==> src/rtl/coord_stepper_pkg.sv <==
// Shared constants for the Mandelbrot coordinate stepper: config addresses,
// reset coordinates derived from the coordinate width, and the demo FSM states.
package mandel_coord_pkg;

  localparam logic [1:0] CFG_LEFT  = 2'd0;
  localparam logic [1:0] CFG_TOP   = 2'd1;
  localparam logic [1:0] CFG_SCALE = 2'd2;
  localparam logic [1:0] CFG_RSVD  = 2'd3;

  typedef enum logic {DEMO_IDLE, DEMO_UPDATE} demo_state_e;

  // x carries bits-3 fraction bits, so -2.0 is -(2 << (bits-3)).
  function automatic int default_left(input int bits);
    return -(2 << (bits - 3));
  endfunction

  // y shares the fraction width of x; 1.5 = 3 << (bits-4).
  function automatic int default_top(input int bits);
    return 3 << (bits - 4);
  endfunction

  function automatic int default_scale(input int bits);
    return (bits >= 16) ? (240 << (bits - 16)) : (240 >> (16 - bits));
  endfunction

endpackage

==> src/rtl/coord_stepper_if.sv <==
// Bus between the video timing side (strobes, config) and the coordinate stepper.
interface coord_stepper_if #(
  parameter int BITS = 16
);
  // Strobes and config writes are single-cycle pulses with no ready: the
  // stepper accepts every asserted strobe on the edge where it is high.
  logic            cfg_wr;
  logic [1:0]      cfg_addr;
  logic [BITS-4:0] cfg_data;
  logic            demo_en;
  logic            next_pixel;
  logic            next_row;
  logic            next_frame;
  logic [BITS-1:0] x0;
  logic [BITS-2:0] y0;
  logic            cfg_pending;
  logic            demo_busy;

  modport master (
    output cfg_wr, cfg_addr, cfg_data, demo_en, next_pixel, next_row, next_frame,
    input  x0, y0, cfg_pending, demo_busy
  );

  modport slave (
    input  cfg_wr, cfg_addr, cfg_data, demo_en, next_pixel, next_row, next_frame,
    output x0, y0, cfg_pending, demo_busy
  );
endinterface

==> src/rtl/coord_shadow_reg.sv <==
// Shadow/live register pair: writes land in the shadow, commit copies it to live,
// and a lower-priority load lets the demo overwrite live directly.
module coord_shadow_reg #(
  parameter int               WIDTH     = 16,
  parameter logic [WIDTH-1:0] RESET_VAL = '0
) (
  input  logic             clk,
  input  logic             rst_n,
  input  logic             wr_i,
  input  logic [WIDTH-1:0] wdata_i,
  input  logic             commit_i,
  input  logic             load_i,
  input  logic [WIDTH-1:0] load_val_i,
  output logic [WIDTH-1:0] live_o,
  output logic [WIDTH-1:0] live_d_o
);

  logic [WIDTH-1:0] shadow_q, shadow_d;
  logic [WIDTH-1:0] live_q, live_d;

  // Commit reads the post-write shadow so a same-cycle write is included.
  always_comb begin
    shadow_d = wr_i ? wdata_i : shadow_q;
    live_d   = live_q;
    if (commit_i)    live_d = shadow_d;
    else if (load_i) live_d = load_val_i;
  end

  always_ff @(posedge clk or negedge rst_n) begin
    if (!rst_n) begin
      shadow_q <= RESET_VAL;
      live_q   <= RESET_VAL;
    end else begin
      shadow_q <= shadow_d;
      live_q   <= live_d;
    end
  end

  assign live_o   = live_q;
  assign live_d_o = live_d;

endmodule

==> src/rtl/coord_stepper.sv <==
// Steps the Mandelbrot pixel coordinate per pixel/row/frame with atomic config commit.
// Define COORD_DEMO_ZOOM_EN to include the per-frame zoom demo FSM.
module coord_stepper
  import mandel_coord_pkg::*;
#(
  parameter int BITS       = 16,
  parameter int SCALE_BITS = 10,
  parameter int H_PIXELS   = 640,
  parameter int V_PIXELS   = 480,
  parameter int MIN_SCALE  = 16
) (
  input  logic        clk,
  input  logic        rst_n,
  coord_stepper_if.slave bus,
  output demo_state_e dbg_demo_state_o
);

  localparam logic [BITS-1:0]       LEFT_RST  = BITS'(default_left(BITS));
  localparam logic [BITS-2:0]       TOP_RST   = (BITS-1)'(default_top(BITS));
  localparam logic [SCALE_BITS-1:0] SCALE_RST = SCALE_BITS'(default_scale(BITS));

  logic                  wr_ok, commit, demo_upd;
  logic [BITS-1:0]       left_live, left_d, left_demo;
  logic [BITS-2:0]       top_live, top_d, top_demo;
  logic [SCALE_BITS-1:0] scale_live, scale_demo, unused_scale_d;
  logic [BITS-1:0]       step_x;
  logic [BITS-2:0]       step_y;
  logic [BITS-1:0]       x_q, xrs_q;
  logic [BITS-2:0]       y_q, yrs_q;
  logic                  pending_q;

  assign wr_ok  = bus.cfg_wr && (bus.cfg_addr != CFG_RSVD);
  assign commit = bus.next_frame && (pending_q || wr_ok);
  assign step_x = {{(BITS-SCALE_BITS){1'b0}}, scale_live};
  assign step_y = {{(BITS-1-SCALE_BITS){1'b0}}, scale_live};

  coord_shadow_reg #(.WIDTH(BITS), .RESET_VAL(LEFT_RST)) u_left (
    .clk(clk), .rst_n(rst_n),
    .wr_i(wr_ok && bus.cfg_addr == CFG_LEFT), .wdata_i({bus.cfg_data, 3'b000}),
    .commit_i(commit), .load_i(demo_upd), .load_val_i(left_demo),
    .live_o(left_live), .live_d_o(left_d)
  );

  coord_shadow_reg #(.WIDTH(BITS-1), .RESET_VAL(TOP_RST)) u_top (
    .clk(clk), .rst_n(rst_n),
    .wr_i(wr_ok && bus.cfg_addr == CFG_TOP), .wdata_i({bus.cfg_data, 2'b00}),
    .commit_i(commit), .load_i(demo_upd), .load_val_i(top_demo),
    .live_o(top_live), .live_d_o(top_d)
  );

  coord_shadow_reg #(.WIDTH(SCALE_BITS), .RESET_VAL(SCALE_RST)) u_scale (
    .clk(clk), .rst_n(rst_n),
    .wr_i(wr_ok && bus.cfg_addr == CFG_SCALE), .wdata_i(bus.cfg_data[SCALE_BITS-1:0]),
    .commit_i(commit), .load_i(demo_upd), .load_val_i(scale_demo),
    .live_o(scale_live), .live_d_o(unused_scale_d)
  );

`ifdef COORD_DEMO_ZOOM_EN
  demo_state_e state_q;
  logic        busy_q;
  logic        demo_wrap;

  always_ff @(posedge clk or negedge rst_n) begin
    if (!rst_n) begin
      state_q <= DEMO_IDLE;
      busy_q  <= 1'b0;
    end else begin
      unique case (state_q)
        DEMO_IDLE: if (bus.next_frame && bus.demo_en && !commit) begin
          state_q <= DEMO_UPDATE;
          busy_q  <= 1'b1;
        end
        DEMO_UPDATE: begin
          state_q <= DEMO_IDLE;
          busy_q  <= 1'b0;
        end
      endcase
    end
  end

  // Shrinking the step by one LSB while shifting the origin by half a screen
  // keeps the centre pixel fixed.
  assign demo_wrap        = (scale_live <= SCALE_BITS'(MIN_SCALE));
  assign demo_upd         = (state_q == DEMO_UPDATE);
  assign left_demo        = demo_wrap ? LEFT_RST  : left_live + BITS'(H_PIXELS / 2);
  assign top_demo         = demo_wrap ? TOP_RST   : top_live - (BITS-1)'(V_PIXELS / 2);
  assign scale_demo       = demo_wrap ? SCALE_RST : scale_live - 1'b1;
  assign bus.demo_busy    = busy_q;
  assign dbg_demo_state_o = state_q;
`else
  logic unused_demo_en;
  assign unused_demo_en   = bus.demo_en;
  assign demo_upd         = 1'b0;
  assign left_demo        = left_live;
  assign top_demo         = top_live;
  assign scale_demo       = scale_live;
  assign bus.demo_busy    = 1'b0;
  assign dbg_demo_state_o = DEMO_IDLE;
`endif

  always_ff @(posedge clk or negedge rst_n) begin
    if (!rst_n) begin
      x_q       <= LEFT_RST;
      xrs_q     <= LEFT_RST;
      y_q       <= TOP_RST;
      yrs_q     <= TOP_RST;
      pending_q <= 1'b0;
    end else begin
      pending_q <= bus.next_frame ? 1'b0 : (pending_q | wr_ok);
      if (bus.next_frame) begin
        x_q   <= left_d;
        xrs_q <= left_d;
        y_q   <= top_d;
        yrs_q <= top_d;
      end else if (bus.next_row) begin
        x_q   <= xrs_q;
        yrs_q <= yrs_q - step_y;
        y_q   <= yrs_q - step_y;
      end else if (bus.next_pixel) begin
        x_q <= x_q + step_x;
      end
    end
  end

  assign bus.x0          = x_q;
  assign bus.y0          = y_q;
  assign bus.cfg_pending = pending_q;

endmodule

==> src/flat_wrapper.sv <==
// flat-port wrapper written by rule: the top's interface ports become plain ports
module coord_stepper_flat import mandel_coord_pkg::*;
#(
  parameter int BITS       = 16,
  parameter int SCALE_BITS = 10,
  parameter int H_PIXELS   = 640,
  parameter int V_PIXELS   = 480,
  parameter int MIN_SCALE  = 16
)
  (clk, rst_n, dbg_demo_state_o, bus_cfg_wr, bus_cfg_addr, bus_cfg_data, bus_demo_en, bus_next_pixel, bus_next_row, bus_next_frame, bus_x0, bus_y0, bus_cfg_pending, bus_demo_busy);
  coord_stepper_if #(.BITS(BITS)) bus_i ();
  input  logic clk;
  input  logic rst_n;
  output demo_state_e dbg_demo_state_o;
  input wire logic [$bits(bus_i.cfg_wr)-1:0] bus_cfg_wr;
  input wire logic [$bits(bus_i.cfg_addr)-1:0] bus_cfg_addr;
  input wire logic [$bits(bus_i.cfg_data)-1:0] bus_cfg_data;
  input wire logic [$bits(bus_i.demo_en)-1:0] bus_demo_en;
  input wire logic [$bits(bus_i.next_pixel)-1:0] bus_next_pixel;
  input wire logic [$bits(bus_i.next_row)-1:0] bus_next_row;
  input wire logic [$bits(bus_i.next_frame)-1:0] bus_next_frame;
  output wire logic [$bits(bus_i.x0)-1:0] bus_x0;
  output wire logic [$bits(bus_i.y0)-1:0] bus_y0;
  output wire logic [$bits(bus_i.cfg_pending)-1:0] bus_cfg_pending;
  output wire logic [$bits(bus_i.demo_busy)-1:0] bus_demo_busy;
  assign bus_i.cfg_wr = bus_cfg_wr;
  assign bus_i.cfg_addr = bus_cfg_addr;
  assign bus_i.cfg_data = bus_cfg_data;
  assign bus_i.demo_en = bus_demo_en;
  assign bus_i.next_pixel = bus_next_pixel;
  assign bus_i.next_row = bus_next_row;
  assign bus_i.next_frame = bus_next_frame;
  assign bus_x0 = bus_i.x0;
  assign bus_y0 = bus_i.y0;
  assign bus_cfg_pending = bus_i.cfg_pending;
  assign bus_demo_busy = bus_i.demo_busy;
  coord_stepper #(.BITS(BITS), .SCALE_BITS(SCALE_BITS), .H_PIXELS(H_PIXELS), .V_PIXELS(V_PIXELS), .MIN_SCALE(MIN_SCALE)) u_core (.clk(clk), .rst_n(rst_n), .bus(bus_i), .dbg_demo_state_o(dbg_demo_state_o));
endmodule
==> config.mk <==
export PLATFORM = sky130hd
export DESIGN_NAME = coord_stepper_flat
export DESIGN_NICKNAME = d
export VERILOG_FILES = /design/src/rtl/coord_stepper_pkg.sv /design/src/rtl/coord_stepper_if.sv /design/src/rtl/coord_shadow_reg.sv /design/src/rtl/coord_stepper.sv /design/src/flat_wrapper.sv
export SDC_FILE = /design/constraint.sdc
export NUM_CORES = 1
export LEC_CHECK = 0
export CAP_MARGIN = 10
export CORE_UTILIZATION = 45
export DETAILED_ROUTE_END_ITERATION = 7
export GPL_ROUTABILITY_DRIVEN = 0
export PLACE_DENSITY = 0.67
export SETUP_SLACK_MARGIN = 0.2
export SLEW_MARGIN = 20
export SYNTH_ARGS = -nofsm -noshare
export SYNTH_HDL_FRONTEND = slang
export SYNTH_HIERARCHICAL = 1
export SYNTH_SLANG_ARGS = --single-unit
export TNS_END_PERCENT = 5
==> constraint.sdc <==
create_clock -name clk -period 2.6 [get_ports clk]
set_input_delay 0.26 -clock clk [delete_from_list [all_inputs] [get_ports clk]]
set_output_delay 0.26 -clock clk [all_outputs]
set_load 0.1 [all_outputs]
=== After elaboration in Yosys (flattened, before gate mapping) ===
Index checks and enable logic that the tools add are counted.
W data, S select, Z words.

* Muxes and demuxes: 11
* Equal/unequal tests: 3
* Reductions and logical operators: 9
* Add/sub/neg operators: 2
* Bitwise logic cells: 1

{| class="wikitable"
|+ Operators with widths
! kind !! number
|-
| $mux W16 || 5
|-
| $mux W15 || 4
|-
| $add A16 B10 Y16 || 1
|-
| $sub A15 B10 Y15 || 1
|-
| $mux W10 || 1
|-
| $logic_and A1 B1 Y1 || 5
|-
| $reduce_bool A3 Y1 || 1
|-
| $eq A2 B1 Y1 const B || 1
|-
| $eq A2 B2 Y1 const B || 1
|-
| $logic_not A2 Y1 || 1
|-
| $ne A2 B2 Y1 const B || 1
|-
| $reduce_bool A2 Y1 || 1
|-
| $logic_or A1 B1 Y1 || 1
|-
| $mux W1 || 1
|-
| $or A1 B1 Y1 || 1
|}

* Word-level logic and storage cells: 36
* Bits of input ports: 22
* Output and inout bits: 34
* Register bits after elaboration: 130

=== Longest topological paths before layout ===
Gate-level depths: netlist of the first run.

* Word-level depth: 6
* Mapped depth: 12

=== Cells and area by module ===
The synthesis of the first run kept the hierarchy.

{| class="wikitable"
|+ By module, submodules not included
! module !! times used !! cells an instance !! area each (µm²)
|-
| coord_stepper || 1 || 359 || 3,205.6
|-
| coord_shadow_reg at u_core.u_left || 1 || 86 || 1,488.9
|-
| coord_shadow_reg at u_core.u_top || 1 || 81 || 1,405.1
|-
| coord_shadow_reg at u_core.u_scale || 1 || 53 || 950.9
|}

=== Least setup slack after synthesis of the first run ===
OpenSTA, ideal clock, no wires.

* Kind: flip-flop to flip-flop
* From: register u_core.x_q[0], in the netlist u_core/bus.x0[0]
* To: register u_core.x_q[10], in the netlist u_core/bus.x0[10]
* Stages on the path, launching flop included: 9
* Clock period less this slack: 2.976 ns
* Slack: -0.376 ns
* Arrival: 2.894 ns
* Cell sequence: dfrtp_1 -> ha_1 -> fa_1 -> a211o_1 -> a21oi_2 -> o21ai_1 -> a221o_1 -> mux2_4 -> nor3_2

* Word-level cells in the longest chain between the ends: 4

{| class="wikitable"
|+ Ends and longest elaborated chain
! element !! RTL line !! source
|-
| start: declaration || coord_stepper.sv:28 || <nowiki>logic [BITS-1:0] x_q, xrs_q;</nowiki>
|-
| start signal: assignment || coord_stepper.sv:111 || <nowiki>x_q <= left_d;</nowiki>
|-
| start signal: assignment || coord_stepper.sv:116 || <nowiki>x_q <= xrs_q;</nowiki>
|-
| start signal: assignment || coord_stepper.sv:120 || <nowiki>x_q <= x_q + step_x;</nowiki>
|-
| $add A16 B10 Y16 || coord_stepper.sv:120 ||
|-
| $mux W16 || coord_stepper.sv:119 || <nowiki>end else if (bus.next_pixel) begin</nowiki>
|-
| $mux W16 || coord_stepper.sv:115 || <nowiki>end else if (bus.next_row) begin</nowiki>
|-
| $mux W16 || coord_stepper.sv:110 || <nowiki>if (bus.next_frame) begin</nowiki>
|}

No other way between the ends. The select of a mux whose other input is x is not followed.
A chain may end at the register's enable or synchronous reset.

=== Worst setup path after layout of the first run ===
Same ends and word-level chain as after synthesis.

==> results of run 1 <==
repair_timing:
action,in CTS,in global routing
setup endpoints to repair,5,9
pin swaps,4,3
buffers inserted,2,1
endpoints found under the hold margin,32,0
gates resized for setup,1,3
hold buffers,1,0
sequential cells by signal, indices dropped and copies added, names as in the netlist:
signal and cells:
u_core/bus.x0 16, u_core/u_scale/live_o 10, u_core/u_top/live_o 15, u_core/yrs_q 15, u_core/bus.cfg_pending 1, u_core/u_top/shadow_q 15, u_core/u_left/live_o 16, u_core/u_left/shadow_q 16
u_core/u_scale/shadow_q 10, u_core/xrs_q 16
through the flow:
step           instances  worst slack [ns]  hold WS (ns)  area, um2
6_report             878             0.137         0.317       8370
5_1_grt              878            0.0728         0.334       8370
4_1_cts              877             0.109         0.325       8360
3_5_place_dp         842           -0.0864         0.267       7780
3_3_place_gp         842           -0.0184         0.260       7780
2_1_floorplan        588            0.0597       -0.0356       7120
layer usage:
| layer | routed length, um | up-vias | part of all wire |
|---|---|---|---|
| li1 | - | 2225 | - |
| met1 | 6680 | 2274 | 0.46 |
| met2 | 7020 | 93 | 0.48 |
| met3 | 607 | 25 | 0.042 |
| met4 | 261 | 0 | 0.018 |
| met5 | 0 | - | 0 |
worst max-delay path, stage by stage, from the launching register on:
cell and delay [ns]:
dfrtp_4 0.48, ha_4 0.17, fa_2 0.34, a211o_1 0.27, a21oi_2 0.19, o21ai_1 0.09, a221o_1 0.40, mux2_4 0.33
nor3_2 0.10
cell usage after synthesis (3+ instances only):
cell type / count / share of area
dfrtp_1: 108 / 0.38
mux2_4: 61 / 0.13
mux2_2: 46 / 0.073
nor2_1: 33 / 0.018
o21ai_0: 33 / 0.023
mux2_1: 30 / 0.048
nand2_1: 29 / 0.015
a21oi_1: 24 / 0.017
dfstp_2: 22 / 0.082
inv_1: 22 / 0.012
ha_1: 20 / 0.035
nor3_1: 15 / 0.011
clkbuf_1: 11 / 0.0059
a211oi_1: 8 / 0.0085
mux2i_1: 8 / 0.011
a21o_1: 7 / 0.0075
xnor2_1: 7 / 0.0087
buf_2: 6 / 0.0043
buf_6: 6 / 0.0096
nand2b_1: 5 / 0.0044
xor2_1: 5 / 0.0062
nand3_1: 4 / 0.0028
o21a_1: 4 / 0.0043
or2_2: 4 / 0.0035
a22oi_1: 3 / 0.0032
nand3b_1: 3 / 0.0032
nor2b_1: 3 / 0.0027
o21bai_1: 3 / 0.0032
o31ai_1: 3 / 0.0032
power groups by stage:
| stage | Clock (mW) | Combinational [mW] | Sequential (mW) |
|---|---|---|---|
| 2_1_floorplan | 0 | 2.85 | 4.80 |
| 4_1_cts | 2.23 | 5.61 | 3.29 |
| 6_report | 2.19 | 5.66 | 3.28 |
| 3_5_place_dp | 0 | 5.55 | 3.31 |
| 5_1_grt | 2.31 | 6.07 | 3.38 |
| 3_3_place_gp | 0 | 5.39 | 3.28 |
cells by family after synthesis:
group / after synthesis / share of synthesized area
compound gates: 109 / 0.0996
simple gates: 107 / 0.0713
other cells: 1 / 0.000532
buf+inv: 53 / 0.0445
flops: 130 / 0.465
xor+xnor: 12 / 0.0149
fa+ha+maj: 22 / 0.0412
mux: 145 / 0.263
final cells by class:
type,count,area [um2],area share
Multi-Input combinational cell,405,3530,0.422
Timing Repair Buffer,78,656,0.0783
Clock buffer,26,489,0.0584
Tap cell,211,264,0.0315
Inverter,22,82.6,0.00986
Sequential cell,130,3290,0.393
Clock inverter,6,55.1,0.00657
cells in the final DEF (no fill, tap or decap), types with 24 or more instances in the layout:
master | netlist | layout
nor2_1 | 33 | 31
a21oi_1 | 24 | 24
o21ai_0 | 33 | 32
mux2_2 | 46 | 46
dfrtp_1 | 108 | 99
mux2_4 | 61 | 61
buf_4 | 2 | 56
mux2_1 | 30 | 30
nand2_1 | 29 | 29
worst max path at each step:
stage / to / slack [ns] / depth (start not counted)
after global placement: u_core/bus.x0[14] / -0.02 / 10
final: u_core/bus.x0[10] / 0.14 / 8
after global routing: u_core/bus.x0[10] / 0.07 / 8
after CTS: u_core/bus.x0[10] / 0.11 / 8
after floorplan: u_core/bus.x0[10] / 0.06 / 8
after detailed placement: u_core/bus.x0[14] / -0.09 / 10
==> flow_metrics.py, run 1 <==
metrics = {
    "power": {
        "p_int_mw": 6.30,
        "power.density_mw_per_mm2": 1330,
        "p_leak_nw": 3.74,
        "power.share.clock": 0.196,
        "fin_total_pwr_mw": 11.1,
        "seqPwrFrac": 0.295,
        "switching_share": 0.434,
        "comb_power_share": 0.509,
        "p_sw_mw": 4.83,
        "vdd_drop_max_mv": 0.770,
    },
    "global_routing": {
        "use_met2": 0.314,
        "grt_max_degree": 56,
        "grt-ovfl-total": 0,
        "grt-busiest-layer": "met2",
        "antenna_found_initial": 0,
        "grt_pass1_wl_mm": 24.3,
        "grt_pass1_vias": 4725,
        "track_usage": 0.195,
        "met1_usage": 0.258,
        "use_met3": 0.0385,
    },
    "worst_setup_path": {
        "cp_max_fo": 5,
        "regToRegSetupSlack_ns": 0.14,
        "critPathCaptureType": "register",
        "critPathKind": "reg -> reg",
        "r2r-end": "u_core/bus.x0[10]",
        "arrival_ns": 2.80,
        "required_ns": 2.94,
        "critPathLaunch": "u_core/bus.x0[0]",
        "critPathLaunchType": "register",
        "reg2reg_from": "u_core/bus.x0[0]",
        "reg2reg_depth": 8,
    },
    "sta": {
        "tightestPinTransition_ns": 0.632,
        "setup_viol": 0,
        "max-slew-margin-rel": 0.574,
        "period_needed_ns": 2.46,
        "rsz0062_at_grt": "true",
        "report.final.slew_viol_count": 0,
        "finalHoldViolations": 0,
        "fin_crit_sh": 0.947,
        "fin_tns_setup_ns": 0,
        "fin_worst_skew_ns": 0.00967,
        "max_freq_mhz": 406,
    },
    "synth": {
        "synth_cells": 579,
        "yosysWarnings": 6,
        "synth.distinct_cells": 62,
        "synth-seq-cells": 130,
        "synthArstFlopShare": 1.00,
        "synth_area_mm2": 0.00705,
        "seq_area_frac_synth": 0.465,
        "synth_top_flop_cell": "dfrtp_1",
        "syn_avg_cell_area_um2": 12.2,
        "synth-edff-count": 0,
    },
    "route": {
        "via_per_inst": 5.26,
        "drc": 0,
        "antenna_left": 0,
        "wire_per_inst_um": 16.6,
        "first_pass_iters": 5,
        "num_vias": 4617,
        "drtIter0Drc": 304,
        "wirelength_mm": 14.6,
    },
    "place": {
        "io_buffers": 52,
        "hpwl_mm": 10.5,
    },
    "floorplan": {
        "die_w_um": 127,
        "coreArea_mm2": 0.0153,
        "ios": 56,
        "std_cell_rows": 45,
        "dieArea_mm2": 0.0162,
        "die_y_um": 127,
        "start_util": 0.462,
    },
    "clock_tree": {
        "clk_latency_ns": 0.42,
        "clkSinkCount": 130,
        "clockBufferDepth": 2,
        "cts-root-buf": "clkbuf_16",
        "cts_max_level": 4,
        "cts_made_buffers": 17,
        "tritoncts": "built",
        "clk_pin_slew_ns": 0.05,
    },
    "min_path": {
        "whs_endpoint": "u_core/yrs_q[9]",
        "min-delay-path-class": "in -> reg",
        "hp-start": "bus_next_frame",
        "min_path_cells": 3,
    },
    "layout": {
        "fillers": 1281,
        "syn2layout_area_growth_pct": 18.8,
        "final_core_util": 0.549,
        "finalNetCount": 698,
        "drive_gt1_frac": 0.360,
        "antenna_cells": 0,
    },
    "job": {
        "max_cap_violations": 0,
    },
    "run_status": {
        "status": "finished clean",
    },
}
(Power assumes the default switching activity.)
==> run 2, diff against run 1 <==
- CORE_MARGIN: default -> 10
==> run 2 against run 1 <==
- sequential cell count unchanged
- via count up 0.43%
- sequential power about the same
- combinational power about the same
- die area increased by 30%
- worst hold slack got worse by 0.037 ns
- routed wire length rose by 4.8%
- critical path depth unchanged
- clock skew hardly changed
- fmax fell by 0.54%
- largest cell class unchanged
- highest routed layer unchanged
==> flow_metrics.py, run 2 (synthesized netlist as in run 1, its figures left out) <==
metrics = {
    "run_status": {
        "status": "finished clean",
    },
    "floorplan": {
        "die_w_um": 145,
        "coreArea_mm2": 0.0153,
        "dieArea_mm2": 0.0211,
        "ios": 56,
        "start_util": 0.462,
        "std_cell_rows": 45,
        "die_y_um": 145,
    },
    "sta": {
        "setup_viol": 0,
        "fin_crit_sh": 0.952,
        "rsz0062_at_grt": "true",
        "report.final.slew_viol_count": 0,
        "finalHoldViolations": 0,
        "tightestPinTransition_ns": 0.615,
        "period_needed_ns": 2.48,
        "fin_worst_skew_ns": 0.00991,
        "max_freq_mhz": 404,
        "max-slew-margin-rel": 0.590,
    },
    "route": {
        "via_per_inst": 5.26,
        "first_pass_iters": 5,
        "wirelength_mm": 15.3,
        "drc": 0,
        "num_vias": 4637,
        "drtIter0Drc": 292,
        "antenna_left": 0,
        "wire_per_inst_um": 17.3,
    },
    "global_routing": {
        "grt_max_degree": 52,
        "track_usage": 0.147,
        "grt_pass1_wl_mm": 25.5,
        "antenna_found_initial": 0,
        "grt_pass1_vias": 4944,
        "grt-ovfl-total": 0,
    },
    "layout": {
        "final_common_cell": "dfrtp_1",
        "finalNetCount": 701,
        "final_cells": 881,
        "syn2layout_area_growth_pct": 20.7,
        "layout_common_cells": "dfrtp_1, mux2_4, buf_4",
        "drive_gt1_frac": 0.372,
        "antenna_cells": 0,
        "fin_area_mm2": 0.00851,
    },
    "worst_setup_path": {
        "arrival_ns": 2.81,
        "required_ns": 2.94,
        "cp_max_fo": 5,
        "critPathKind": "reg -> reg",
        "critPathCaptureType": "register",
        "critPathLaunchType": "register",
    },
    "min_path": {
        "min-delay-path-class": "in -> reg",
    },
    "clock_tree": {
        "clockBufferDepth": 2,
        "cts_made_buffers": 17,
        "tritoncts": "built",
        "clk_pin_slew_ns": 0.06,
        "clkSinkCount": 130,
        "cts-root-buf": "clkbuf_16",
        "clk_latency_ns": 0.41,
        "cts_max_level": 4,
    },
    "place": {
        "io_buffers": 52,
        "hpwl_mm": 11.0,
        "postPlaceCellArea_mm2": 0.00782,
        "dp_cells": 845,
    },
    "power": {
        "comb_power_share": 0.494,
        "switching_share": 0.426,
        "power.share.clock": 0.220,
        "vdd_drop_max_mv": 0.875,
        "seqPwrFrac": 0.286,
        "p_leak_nw": 3.79,
        "power.density_mw_per_mm2": 1350,
        "p_sw_mw": 4.91,
        "p_int_mw": 6.61,
    },
    "job": {
        "max_cap_violations": 0,
    },
}
[run 2: changes by cell type in the layout (fill, tap and decap cells not counted), sizes merged]
cell	change
clkinvlp	+5
clkbuf	-6
bufinv	+3
clkinv	-2
buf	+3
[run 2: repair_timing]
action	CTS	global route
endpoints found under the hold margin	34	0
setup buffers	3	0
pin swaps	4	5
endpoints found under the setup margin	6	11
hold buffers	1	0
resized for setup	2	2
[run 2: area by class of cell]
class	instances	area, um2
Timing Repair Buffer	81	691
Multi-Input combinational cell	405	3530
Clock buffer	20	467
Tap cell	211	264
Fill cell	1253	6750
Sequential cell	130	3290
Inverter	22	82.6
Clock inverter	12	180
[run 2: worst paths after layout]
| path | from | to | slack, ns | cells after the start |
|---|---|---|---|---|
| hold / removal | bus_next_frame | u_core/xrs_q[12] | 0.28 | 2 |
| setup / recovery | u_core/bus.x0[0] | u_core/bus.x0[10] | 0.12 | 8 |
| max in group asynchronous | rst_n | u_core/u_scale/shadow_q[4] | 1.42 | 3 |
| setup reg to reg | u_core/bus.x0[0] | u_core/bus.x0[10] | 0.12 | 8 |
| min in group asynchronous | rst_n | u_core/xrs_q[3] | 0.40 | 2 |
| hold reg to reg | u_core/xrs_q[14] | u_core/xrs_q[14] | 0.48 | 2 |
[run 2: critical path, cell delays in order (launching register included)]
cell     delay (ns)
dfrtp_4        0.48
ha_4           0.17
fa_2           0.36
a211o_1        0.28
a21oi_2        0.19
o21ai_1        0.09
a221o_1        0.40
mux2_4         0.33
nor3_2         0.09
[run 2: power groups by stage]
stage | registers, mW | logic [mW] | clock network (mW)
6_report | 3.29 | 5.69 | 2.54
4_1_cts | 3.30 | 5.66 | 2.60
5_1_grt | 3.40 | 6.13 | 2.69
2_1_floorplan | 4.80 | 2.85 | 0
3_5_place_dp | 3.33 | 5.56 | 0
3_3_place_gp | 3.29 | 5.41 | 0
[run 2: per-layer routing]
metal  global-route usage  vias up  wire length, um
met2                0.247      114             7470
met5                    0        -                0
met3               0.0326       12              559
met1                0.182     2285             7090
met4               0.0506        0              144
li1                     -     2226                -
[run 2: through the flow]
step	setup TNS (ns)	hold slack, ns	util	worst slack [ns]	power, mW
floorplan	0	-0.0356	-	0.0597	7.65
global placement	-0.0263	0.303	0.513	-0.0263	8.70
detailed placement	-0.368	0.303	0.513	-0.116	8.88
CTS	0	0.264	0.557	0.0705	11.6
global route	0	0.282	0.558	0.0645	12.2
finish	0	0.280	0.558	0.124	11.5
